==> src/rtl/sc_jug_move_ctrl.sv <==
// sc_jug_move_ctrl
// Player-movement controller for the road game. Turns the two active-low player keys into a
// 2-bit shift-selection command for the player position register. Moves that would rotate the
// player off the board edge are refused and reported with a one-cycle bump pulse.
//
// Ports:
//   SC_JugCtrl_CLOCK_50              in   system clock, rising edge
//   SC_JugCtrl_RESET_InHigh          in   synchronous active-high reset
//   SC_JugCtrl_left_InLow            in   left key, asynchronous, active-low
//   SC_JugCtrl_right_InLow           in   right key, asynchronous, active-low
//   SC_JugCtrl_position_InBUS        in   current player register contents
//   SC_JugCtrl_shiftselection_OutBUS out  01 = left (toward MSB), 10 = right (toward LSB), 00 = hold
//   SC_JugCtrl_bump_Out              out  one-cycle pulse when a requested move is refused
//
// Build option: define SC_JUGCTRL_AUTOREPEAT_EN to enable hold-to-repeat. Without it every
// press yields exactly one move (or one bump).
module sc_jug_move_ctrl #(
  parameter int unsigned JUGCTRL_DATAWIDTH       = 8,
  parameter int unsigned JUGCTRL_DEBOUNCE_CYCLES = 500000,
  parameter int unsigned JUGCTRL_REPEAT_DELAY    = 25000000,
  parameter int unsigned JUGCTRL_REPEAT_PERIOD   = 5000000,
  parameter int unsigned JUGCTRL_CNT_WIDTH       = 25
) (
  input  logic                         SC_JugCtrl_CLOCK_50,
  input  logic                         SC_JugCtrl_RESET_InHigh,
  input  logic                         SC_JugCtrl_left_InLow,
  input  logic                         SC_JugCtrl_right_InLow,
  input  logic [JUGCTRL_DATAWIDTH-1:0] SC_JugCtrl_position_InBUS,
  output logic [1:0]                   SC_JugCtrl_shiftselection_OutBUS,
  output logic                         SC_JugCtrl_bump_Out
);

  // Elaboration-time guard: every count parameter must fit the counter width.
  if (JUGCTRL_DATAWIDTH == 0 || JUGCTRL_DEBOUNCE_CYCLES == 0 ||
      $clog2(JUGCTRL_DEBOUNCE_CYCLES + 1) > JUGCTRL_CNT_WIDTH ||
      $clog2(JUGCTRL_REPEAT_DELAY + 1) > JUGCTRL_CNT_WIDTH ||
      $clog2(JUGCTRL_REPEAT_PERIOD + 1) > JUGCTRL_CNT_WIDTH) begin : g_bad_params
    $error("sc_jug_move_ctrl: count parameter does not fit JUGCTRL_CNT_WIDTH");
  end

  localparam logic [JUGCTRL_CNT_WIDTH-1:0] LP_DB_LAST =
    JUGCTRL_CNT_WIDTH'(JUGCTRL_DEBOUNCE_CYCLES - 1);
  localparam logic [JUGCTRL_CNT_WIDTH-1:0] LP_ONE = JUGCTRL_CNT_WIDTH'(1);

  typedef enum logic [2:0] {
    StIdle,
    StMove,
    StHold,
    StRepeat,
    StWaitRel
  } state_t;

  // Index 0 = left key, index 1 = right key. All levels are active-low (1 = released).
  logic [1:0]                   r_sync1;
  logic [1:0]                   r_sync2;
  logic [1:0]                   r_db;
  logic [JUGCTRL_CNT_WIDTH-1:0] r_db_cnt [2];
  logic [1:0]                   r_warm;
  logic                         r_armed;

  state_t                       r_state;
  logic                         r_dir;  // 1 = right, 0 = left
  logic [1:0]                   r_shift;
  logic                         r_bump;

  logic w_left_pr;
  logic w_right_pr;
  logic w_req_left;
  logic w_req_right;
  logic w_legal_left;
  logic w_legal_right;
  logic w_move_legal;
  logic [1:0] w_move_cmd;
`ifdef SC_JUGCTRL_AUTOREPEAT_EN
  logic w_keep;
`endif

  // ---------------------------------------------------------------------------------------------
  // Input conditioning: 2-FF synchronizer, then a debounce counter that counts consecutive cycles
  // in which the synchronized level disagrees with the accepted level. Any cycle of agreement
  // (a bounce back) restarts the count.
  // ---------------------------------------------------------------------------------------------
  always_ff @(posedge SC_JugCtrl_CLOCK_50) begin
    if (SC_JugCtrl_RESET_InHigh) begin
      r_sync1     <= 2'b11;
      r_sync2     <= 2'b11;
      r_db        <= 2'b11;
      r_db_cnt[0] <= '0;
      r_db_cnt[1] <= '0;
      r_warm      <= 2'b00;
      r_armed     <= 1'b0;
    end else begin
      r_sync1 <= {SC_JugCtrl_right_InLow, SC_JugCtrl_left_InLow};
      r_sync2 <= r_sync1;
      r_warm  <= {r_warm[0], 1'b1};
      for (int k = 0; k < 2; k++) begin
        if (r_sync2[k] == r_db[k]) begin
          r_db_cnt[k] <= '0;
        end else if (r_db_cnt[k] == LP_DB_LAST) begin
          r_db[k]     <= r_sync2[k];
          r_db_cnt[k] <= '0;
        end else begin
          r_db_cnt[k] <= r_db_cnt[k] + LP_ONE;
        end
      end
      // A key held through reset must be seen released before any request is honoured.
      // r_warm[1] marks that r_sync2 now holds a real pin sample rather than its reset value.
      if (r_warm[1] && (&r_sync2) && (&r_db)) begin
        r_armed <= 1'b1;
      end
    end
  end

  assign w_left_pr   = ~r_db[0];
  assign w_right_pr  = ~r_db[1];
  assign w_req_left  = w_left_pr & ~w_right_pr;
  assign w_req_right = w_right_pr & ~w_left_pr;

  // An empty board has no player to move, so both directions are refused.
  assign w_legal_left  = ~SC_JugCtrl_position_InBUS[JUGCTRL_DATAWIDTH-1] &
                         (|SC_JugCtrl_position_InBUS);
  assign w_legal_right = ~SC_JugCtrl_position_InBUS[0] & (|SC_JugCtrl_position_InBUS);

  assign w_move_legal = r_dir ? w_legal_right : w_legal_left;
  assign w_move_cmd   = r_dir ? 2'b10 : 2'b01;

`ifdef SC_JUGCTRL_AUTOREPEAT_EN
  localparam logic [JUGCTRL_CNT_WIDTH-1:0] LP_REP_DELAY  = JUGCTRL_CNT_WIDTH'(JUGCTRL_REPEAT_DELAY);
  localparam logic [JUGCTRL_CNT_WIDTH-1:0] LP_REP_PERIOD =
    JUGCTRL_CNT_WIDTH'(JUGCTRL_REPEAT_PERIOD);

  logic [JUGCTRL_CNT_WIDTH-1:0] r_rep_cnt;

  // Same single-direction request still present; both keys pressed drops it.
  assign w_keep = r_dir ? w_req_right : w_req_left;
`endif

  // ---------------------------------------------------------------------------------------------
  // Movement FSM with registered command and bump outputs.
  // ---------------------------------------------------------------------------------------------
  always_ff @(posedge SC_JugCtrl_CLOCK_50) begin
    if (SC_JugCtrl_RESET_InHigh) begin
      r_state   <= StIdle;
      r_dir     <= 1'b0;
      r_shift   <= 2'b00;
      r_bump    <= 1'b0;
`ifdef SC_JUGCTRL_AUTOREPEAT_EN
      r_rep_cnt <= '0;
`endif
    end else begin
      r_shift <= 2'b00;
      r_bump  <= 1'b0;
      case (r_state)
        StIdle: begin
          if (r_armed && (w_req_left || w_req_right)) begin
            r_dir   <= w_req_right;
            r_state <= StMove;
          end
        end
        StMove: begin
          if (w_move_legal) r_shift <= w_move_cmd;
          else              r_bump  <= 1'b1;
`ifdef SC_JUGCTRL_AUTOREPEAT_EN
          r_rep_cnt <= LP_REP_DELAY;
          r_state   <= StHold;
`else
          r_state   <= StWaitRel;
`endif
        end
`ifdef SC_JUGCTRL_AUTOREPEAT_EN
        // The HOLD->REPEAT transition itself carries the first repeat move, which places it
        // REPEAT_DELAY+1 cycles after the initial move; later ones land every REPEAT_PERIOD+1.
        StHold, StRepeat: begin
          if (!w_keep) begin
            r_state <= StWaitRel;
          end else if (r_rep_cnt == '0) begin
            if (w_move_legal) r_shift <= w_move_cmd;
            else              r_bump  <= 1'b1;
            r_rep_cnt <= LP_REP_PERIOD;
            r_state   <= StRepeat;
          end else begin
            r_rep_cnt <= r_rep_cnt - LP_ONE;
          end
        end
`endif
        StWaitRel: begin
          if (&r_db) r_state <= StIdle;
        end
        default: r_state <= StIdle;
      endcase
    end
  end

  assign SC_JugCtrl_shiftselection_OutBUS = r_shift;
  assign SC_JugCtrl_bump_Out              = r_bump;

endmodule
==> config.mk <==
export PLATFORM = sky130hd
export DESIGN_NAME = sc_jug_move_ctrl
export DESIGN_NICKNAME = d
export VERILOG_FILES = /design/src/rtl/sc_jug_move_ctrl.sv
export SDC_FILE = /design/constraint.sdc
export NUM_CORES = 1
export LEC_CHECK = 0
export CORE_MARGIN = 4
export CORE_UTILIZATION = 50
export DETAILED_ROUTE_END_ITERATION = 6
export GPL_TIMING_DRIVEN = 1
export HOLD_SLACK_MARGIN = 0.15
export PLACE_DENSITY_LB_ADDON = 0.2
export SYNTH_ARGS = -nofsm -noshare
export SYNTH_HDL_FRONTEND = slang
export SYNTH_SLANG_ARGS = --single-unit
==> constraint.sdc <==
create_clock -name SC_JugCtrl_CLOCK_50 -period 4.1 [get_ports SC_JugCtrl_CLOCK_50]
set_input_delay 0.41 -clock SC_JugCtrl_CLOCK_50 [delete_from_list [all_inputs] [get_ports SC_JugCtrl_CLOCK_50]]
set_output_delay 0.41 -clock SC_JugCtrl_CLOCK_50 [all_outputs]
set_load 0.01 [all_outputs]
# == Word level (Yosys, flattened, before mapping) ==
# Memories as Yosys holds them, arrays and structs flattened.
# Cells that the tools add are included.
# word_totals
register_bits,16
ramBits,50
out_inout_bits,3
wordCells,91
memories,1
# mem_list
name,depth,width,read_ports,rd_clocked_by_memory_dff,wr,line,text
r_db_cnt,2,25,2,0,2,57,logic [JUGCTRL_CNT_WIDTH-1:0] r_db_cnt [2];
# op_classes
n_addsub,2
n_eq_ne,8
n_mux,37
bitwise_logic,18
reduce_logical,14
# op_table
cell,n
$mux W25,6
$add A25 B1 Y25 const B,2
$eq A25 B19 Y1 const B,2
$mux W1,27
$reduce_and A2 Y1,6
$pmux W3 S3,1
$not A1 Y1,8
$reduce_or A8 Y1,1
$mux W3,2
$or A1 B1 Y1,6
$and A1 B1 Y1,4
$ne A2 B2 Y1 const B,2
$eq A3 B1 Y1 const B,1
$eq A3 B3 Y1 const B,1
$logic_and A1 B1 Y1,3
$logic_not A3 Y1,1
$reduce_or A3 Y1,1
$eq A1 B1 Y1,2
$mux W2,1
$reduce_or A2 Y1,1
$logic_or A1 B1 Y1,1

# == Depth between registers and ports, before layout ==
# Gate-level depths: netlist of run 1.
# An unclocked memory read counts as a cell.
# logic_depth
ltp_word,8
mapped_depth,6
ltp_nobuf,5

# == Worst setup path after synthesis of run 1 ==
# Ideal clock, no wire load.
# synth_path
kind,register -> register
start,memory r_db_cnt[0][0]
end,memory r_db_cnt[0][2] (data pin)
setup_ns,0.257
arrival_time_ns,1.745
slack_ns,2.098
path_stages_with_launch,7
n_path_buf,1
synth_period_minus_slack_ns,2.002
path_cell_list,edfxtp_1 -> ha_1 -> and4_2 -> nand4_1 -> o311ai_2 -> buf_2 -> nor2_1
# synth_lines
element,line
start: declaration,57

==> reports/results.ini, run 1 <==
[yosys]
synth_xor_area_share_pct=6.91
synth_compound_area_share_pct=8.74
synth_cells=334
async_flop_share_pct=0
yosysWarnings=0
seq_area_frac_synth_pct=52.7
synth_flop_cell=edfxtp_1
synth_top_family_by_area=simple AND/OR/NAND/NOR gates
synth_cell_types=41
synth-simple-area-share_pct=27.1
synth.avg_cell_area_um2=10.2
synthMuxAreaShare_pct=0.293
synthAdderAreaFrac_pct=1.46
synth-seq-cells=65
synth_area_mm2=0.00342
synth-edff-count=50

[route]
vias=2651
wire_per_inst_um=13.2
drc=0
met2_length_mm=2.76
dr.max_layer_used=met4
ant_nets=0
finalWirelength_mm=6.29
drtIter0Drc=126
wl_met3_um=241
viasPerCell=5.56
met1Wirelength_mm=3.17
dr.pass1.iters=4

[critical_path]
startpoint=r_db_cnt[0][0]$_SDFFCE_PN0P_
crit_fanout=9
required_ns=4.28
reg2reg_to=r_db_cnt[0][22]$_SDFFCE_PN0P_
start_kind=flip-flop
timing.rr.start=r_db_cnt[0][0]$_SDFFCE_PN0P_
cp_data_arrival_time_ns=2.40
crit_end=r_db_cnt[0][22]$_SDFFCE_PN0P_
crit_path_end_kind=flip-flop
r2r_setup_slack_ns=1.88
path_class=flip-flop to flip-flop
reg2regPathDepth=5

[clocking]
numCtsBuffers=9
htree_num_levels=3
post_cts_buffers=0
clock_sinks=65
cts_hold_buf=0
cts_buffer_depth=2
post_cts_resized=0
clockRootBuffer=clkbuf_8
clock_latency_ns=0.34
clk_pin_slew_ns=0.07
cts_tree=done

[timing]
fmax_mhz=451
tns_ns=0
worst_slew_pin_slew_ns=0.501
fin_crit_sh_pct=54.1
min_period_ns=2.22
slew_headroom_pct=66.1
maxSlewViolCount=0
finalSetupViolCount=0
final_hold_viol_count=0
rsz0062_at_grt=false
skew_ns=0.00701

[floorplanning]
core_mm2=0.00649
row_count=29
die_w_um=90.7
initial_core_util_pct=52.7
dieArea_mm2=0.00823
die_h_um=90.7
io_pins=15

[grt]
grt_use_total_pct=16.2
overflow=0
grt_pass1_vias=2463
grt_max_degree=26
antenna_found_initial=0
grt_pass1_wl_mm=11.0

[finish]
fin_cells=477
layout.nets=411
areaGrowthSynthToFinish_pct=16.8
drive_gt1_share_pct=7.00
antenna_cells=0
finalInstanceArea_mm2=0.00400

[place]
place_inst=461
globalplace.congestion=0.811
dp.final_hpwl_mm=4.46
place_area_mm2=0.00379
port_buffers=14

[power_and_ir_drop]
p_leak_nw=1.33
powerDensity_mw_per_mm2=345
peakVddDrop_uv=162

[run_status]
status=completed

[run]
drv_cap=0

[min_path]
min-delay-path-class=flip-flop to flip-flop

[cell usage after synthesis, types with 2 or more instances]
master / instances / area share [%]
nor4_1: 9 / 1.6
nand3_1: 19 / 2.8
xnor2_1: 16 / 4.1
nor2b_1: 2 / 0.37
nor3_1: 6 / 0.88
inv_1: 7 / 0.77
o21ai_0: 17 / 2.5
a21oi_1: 22 / 3.2
nand4_2: 2 / 0.73
dfxtp_1: 15 / 8.8
or3_1: 15 / 2.7
nor4b_1: 5 / 1.3
or2_2: 6 / 1.1
o31ai_1: 5 / 1.1
ha_1: 4 / 1.5
and3_1: 3 / 0.55
nand4_1: 16 / 2.9
edfxtp_1: 50 / 44
and2_1: 3 / 0.55
xor2_1: 11 / 2.8
and4_1: 6 / 1.5
or4_1: 11 / 2.4
o211ai_1: 2 / 0.44
buf_2: 8 / 1.2
nand2_1: 18 / 2.0
nor2_1: 35 / 3.8
clkbuf_1: 6 / 0.66
nand2b_1: 2 / 0.37
[registers in the layout (all words and copies together) (netlist names)]
signal                            cells
r_dir                                 1
r_armed                               1
SC_JugCtrl_bump_Out                   1
r_sync1                               2
r_db_cnt                             50
r_db                                  2
r_state                               2
r_warm                                2
r_sync2                               2
SC_JugCtrl_shiftselection_OutBUS      2
[placed cells by master, fill, tap and decap left out, types with 16 or more instances in the layout]
cell type  count
conb_1        50
a21oi_1       22
nand4_1       16
nand2_1       18
nand3_1       19
xnor2_1       16
o21ai_0       17
nor2_1        35
edfxtp_1      50
[report_power, final]
part	leakage [nW]	switching, mW	internal, mW
combinational	0.579	0.0313	0.0283
clock	0.110	0.250	0.306
sequential	0.639	0.0300	0.733
[through the flow]
step	utilization (%)	hold slack [ns]	setup slack [ns]	power [mW]
floorplan	-	0.389	2.10	0.811
global placement	58.3	0.398	1.99	0.833
detailed placement	58.3	0.395	1.90	0.835
CTS	61.5	0.411	1.87	1.39
global route	61.5	0.437	1.74	1.43
finish	61.5	0.409	1.88	1.38
[logic make-up (layout without fill, tap and decap cells)]
family,count (synthesis),count (layout)
and+or+nand+nor,163,163
buffers and inverters,22,39
DFF,65,65
adders and majority gates,4,4
AOI/OAI and AO/OA,51,51
other,1,50
xor gates and xnor gates,27,27
muxes,1,1
[worst max-delay path: stages, from the launching register on]
cell      delay [ns]
edfxtp_1        0.41
ha_1            0.26
nand4_2         0.14
or4_1           0.70
or3_1           0.39
a21oi_1         0.16
[area by class of cell]
cell class | count | area [um^2]
Fill cell | 554 | 2500
Clock buffer | 12 | 188
Sequential cell | 65 | 1800
Tap cell | 77 | 96.3
Multi-Input combinational cell | 296 | 1710
Timing Repair Buffer | 16 | 155
Inverter | 7 | 26.3
Clock inverter | 4 | 20.0
[worst min-delay path by stage]
stage	from	endpoint	slack, ns	cells after the start
floorplan	r_sync1[0]$_SDFF_PP1_	r_sync2[0]$_SDFF_PP1_	0.39	1
global placement	r_sync1[0]$_SDFF_PP1_	r_sync2[0]$_SDFF_PP1_	0.40	1
detailed placement	r_sync1[0]$_SDFF_PP1_	r_sync2[0]$_SDFF_PP1_	0.39	1
CTS	r_sync1[0]$_SDFF_PP1_	r_sync2[0]$_SDFF_PP1_	0.41	1
global route	r_sync1[1]$_SDFF_PP1_	r_sync2[1]$_SDFF_PP1_	0.44	1
finish	r_sync1[0]$_SDFF_PP1_	r_sync2[0]$_SDFF_PP1_	0.41	1
[layer usage]
layer	track usage, %	vias to the layer above
li1	-	1335
met3	3.67	11
met2	24.0	44
met5	0	-
met4	6.89	0
met1	22.6	1261
Note: power is estimated with default switching activity, not from simulation.
==> inputs of run 2 (changes only) <==
==> constraint.sdc (replaced) <==
create_clock -name SC_JugCtrl_CLOCK_50 -period 2.3 [get_ports SC_JugCtrl_CLOCK_50]
set_input_delay 0.23 -clock SC_JugCtrl_CLOCK_50 [delete_from_list [all_inputs] [get_ports SC_JugCtrl_CLOCK_50]]
set_output_delay 0.23 -clock SC_JugCtrl_CLOCK_50 [all_outputs]
set_load 0.01 [all_outputs]
==> run 2 against run 1 <==
Effect of this change: sequential power increased by 78%; clock skew up 0.0021 ns; critical path depth is the same; first-iteration DRC count is 18% lower; core utilization is 0.94 points higher; wire length increased by 1.2%; cell area is 1.5% higher; final cell count grew 0.63%; setup slack got worse by 1.7 ns; worst hold slack better by 0.010 ns; register-to-register slack worse by 1.7 ns; maximum frequency increased by 3.4%.
==> reports/results.ini, run 2 (synthesis results as in run 1) <==
[critical_path]
crit_path_end_kind=flip-flop  ; unchanged
cp_data_arrival_time_ns=2.35  ; was 2.40 ns
timing.rr.start=r_db_cnt[0][0]$_SDFFCE_PN0P_  ; unchanged
crit_fanout=9  ; unchanged
r2r_setup_slack_ns=0.16  ; was 1.88 ns
start_kind=flip-flop  ; unchanged
reg2regPathDepth=5  ; unchanged
path_class=flip-flop to flip-flop  ; unchanged
reg2reg_to=r_db_cnt[0][24]$_SDFFCE_PN0P_  ; was r_db_cnt[0][22]$_SDFFCE_PN0P_
required_ns=2.50  ; was 4.28 ns
startpoint=r_db_cnt[0][0]$_SDFFCE_PN0P_  ; unchanged
crit_end=r_db_cnt[0][24]$_SDFFCE_PN0P_  ; was r_db_cnt[0][22]$_SDFFCE_PN0P_

[floorplanning]
initial_core_util_pct=52.7  ; unchanged
io_pins=15  ; unchanged
core_mm2=0.00649  ; unchanged
die_w_um=90.7  ; unchanged
row_count=29  ; unchanged
die_h_um=90.7  ; unchanged
dieArea_mm2=0.00823  ; unchanged

[place]
dp.final_hpwl_mm=4.45  ; was 4.46 mm
port_buffers=14  ; unchanged
place_inst=464  ; was 461
globalplace.congestion=0.818  ; was 0.811

[timing]
final_hold_viol_count=0  ; unchanged
fmax_mhz=466  ; was 451 MHz
rsz0062_at_grt=false  ; unchanged
fin_crit_sh_pct=93.2  ; was 54.1%
finalSetupViolCount=0  ; unchanged
maxSlewViolCount=0  ; unchanged
tns_ns=0  ; unchanged
min_period_ns=2.14  ; was 2.22 ns
skew_ns=0.00913  ; was 0.00701 ns

[grt]
overflow=0  ; unchanged
grt_pass1_wl_mm=11.1  ; was 11.0 mm
grt_use_met3_pct=4.75  ; was 3.67%
grt-busiest-layer=met2  ; unchanged
grt_max_degree=26  ; unchanged
grt_use_met1_pct=21.1  ; was 22.6%
grt_use_met2_pct=26.5  ; was 24.0%
antenna_found_initial=0  ; unchanged
grt_use_total_pct=16.7  ; was 16.2%
grt_pass1_vias=2485  ; was 2463

[route]
vias=2630  ; was 2651
dr.pass1.iters=4  ; unchanged
drtIter0Drc=103  ; was 126
ant_nets=0  ; unchanged
drc=0  ; unchanged
finalWirelength_mm=6.36  ; was 6.29 mm
viasPerCell=5.48  ; was 5.56
wire_per_inst_um=13.3  ; was 13.2 um

[run_status]
status=completed  ; unchanged

[clocking]
clock_sinks=65  ; unchanged
clock_latency_ns=0.34  ; about the same
cts_tree=done  ; unchanged
clk_pin_slew_ns=0.07  ; about the same
post_cts_buffers=0  ; unchanged
htree_num_levels=3  ; unchanged
numCtsBuffers=9  ; unchanged
clockRootBuffer=clkbuf_8  ; unchanged
cts_buffer_depth=2  ; unchanged

[finish]
fin_cells=480  ; was 477
final_cell_mix=edfxtp_1, conb_1, nor2_1  ; unchanged
layout.nets=414  ; was 411
drive_gt1_share_pct=8.19  ; was 7.00%
antenna_cells=0  ; unchanged
largest_register=r_db_cnt  ; unchanged
areaGrowthSynthToFinish_pct=18.6  ; was 16.8%
largest_reg_flops=50  ; unchanged
nFillCells=553  ; was 554

[power_and_ir_drop]
peakVddDrop_uv=400  ; was 162 uV
powerDensity_mw_per_mm2=626  ; was 345 mW/mm^2
p_leak_nw=1.36  ; was 1.33 nW

[run]
drv_cap=0  ; unchanged

[min_path]
min-delay-path-class=flip-flop to flip-flop  ; unchanged

-- run 2: how the worst min path moves through the flow --
stage                                       startpoint                                        endpoint  cells past startpoint
after global routing             r_sync1[1]$_SDFF_PP1_                           r_sync2[1]$_SDFF_PP1_                      1
after global placement           r_sync1[1]$_SDFF_PP1_                           r_sync2[1]$_SDFF_PP1_                      1
after detailed placement         r_sync1[1]$_SDFF_PP1_                           r_sync2[1]$_SDFF_PP1_                      1
after floorplan           SC_JugCtrl_position_InBUS[0]  SC_JugCtrl_shiftselection_OutBUS[1]$_SDFF_PP0_                      1
after CTS                        r_sync1[1]$_SDFF_PP1_                           r_sync2[1]$_SDFF_PP1_                      1
final                            r_sync1[1]$_SDFF_PP1_                           r_sync2[1]$_SDFF_PP1_                      1
-- run 2: worst max-delay path, stage by stage, from the launching register on --
cell and delay [ns]:
edfxtp_1 0.43, ha_1 0.28, nand4_2 0.16, or4_4 0.63, or3_1 0.37, a21oi_1 0.15
-- run 2: stage by stage --
stage	utilization, %	hold slack [ns]	area [um^2]	worst slack (ns)	total power [mW]
5_1_grt	62.5	0.451	4060	0.00532	2.64
3_3_place_gp	58.9	0.397	3820	0.185	1.49
6_report	62.5	0.419	4060	0.156	2.54
2_1_floorplan	-	0.307	3600	0.298	1.45
4_1_cts	62.4	0.427	4050	0.0556	2.57
3_5_place_dp	58.9	0.404	3820	0.0975	1.49
-- run 2: final cells by class --
type / count / area (um^2) / area share, %
clock inverter: 1 / 30.0 / 0.740
multi-input combinational: 296 / 1720 / 42.3
sequential: 65 / 1800 / 44.4
timing repair buffer: 19 / 190 / 4.69
inverter: 7 / 26.3 / 0.648
tap: 77 / 96.3 / 2.37
clock buffer: 15 / 196 / 4.84
-- run 2: power breakdown --
group | internal (mW) | switching, mW
Clock | 0.650 | 0.418
Combinational | 0.0536 | 0.0572
Sequential | 1.31 | 0.0527
-- run 2: what timing repair did --
| action | CTS | global route |
|---|---|---|
| hold buffers | 0 | 0 |
| resized for setup | 0 | 2 |
| endpoints found under the setup margin | 0 | 7 |
| hold endpoints to repair | 0 | 0 |
-- run 2: per-layer routing --
| metal | vias to the layer above | wire length (um) |
|---|---|---|
| met4 | 0 | 86 |
| met5 | - | 0 |
| li1 | 1346 | - |
| met1 | 1228 | 3030 |
| met3 | 10 | 281 |
| met2 | 46 | 2970 |
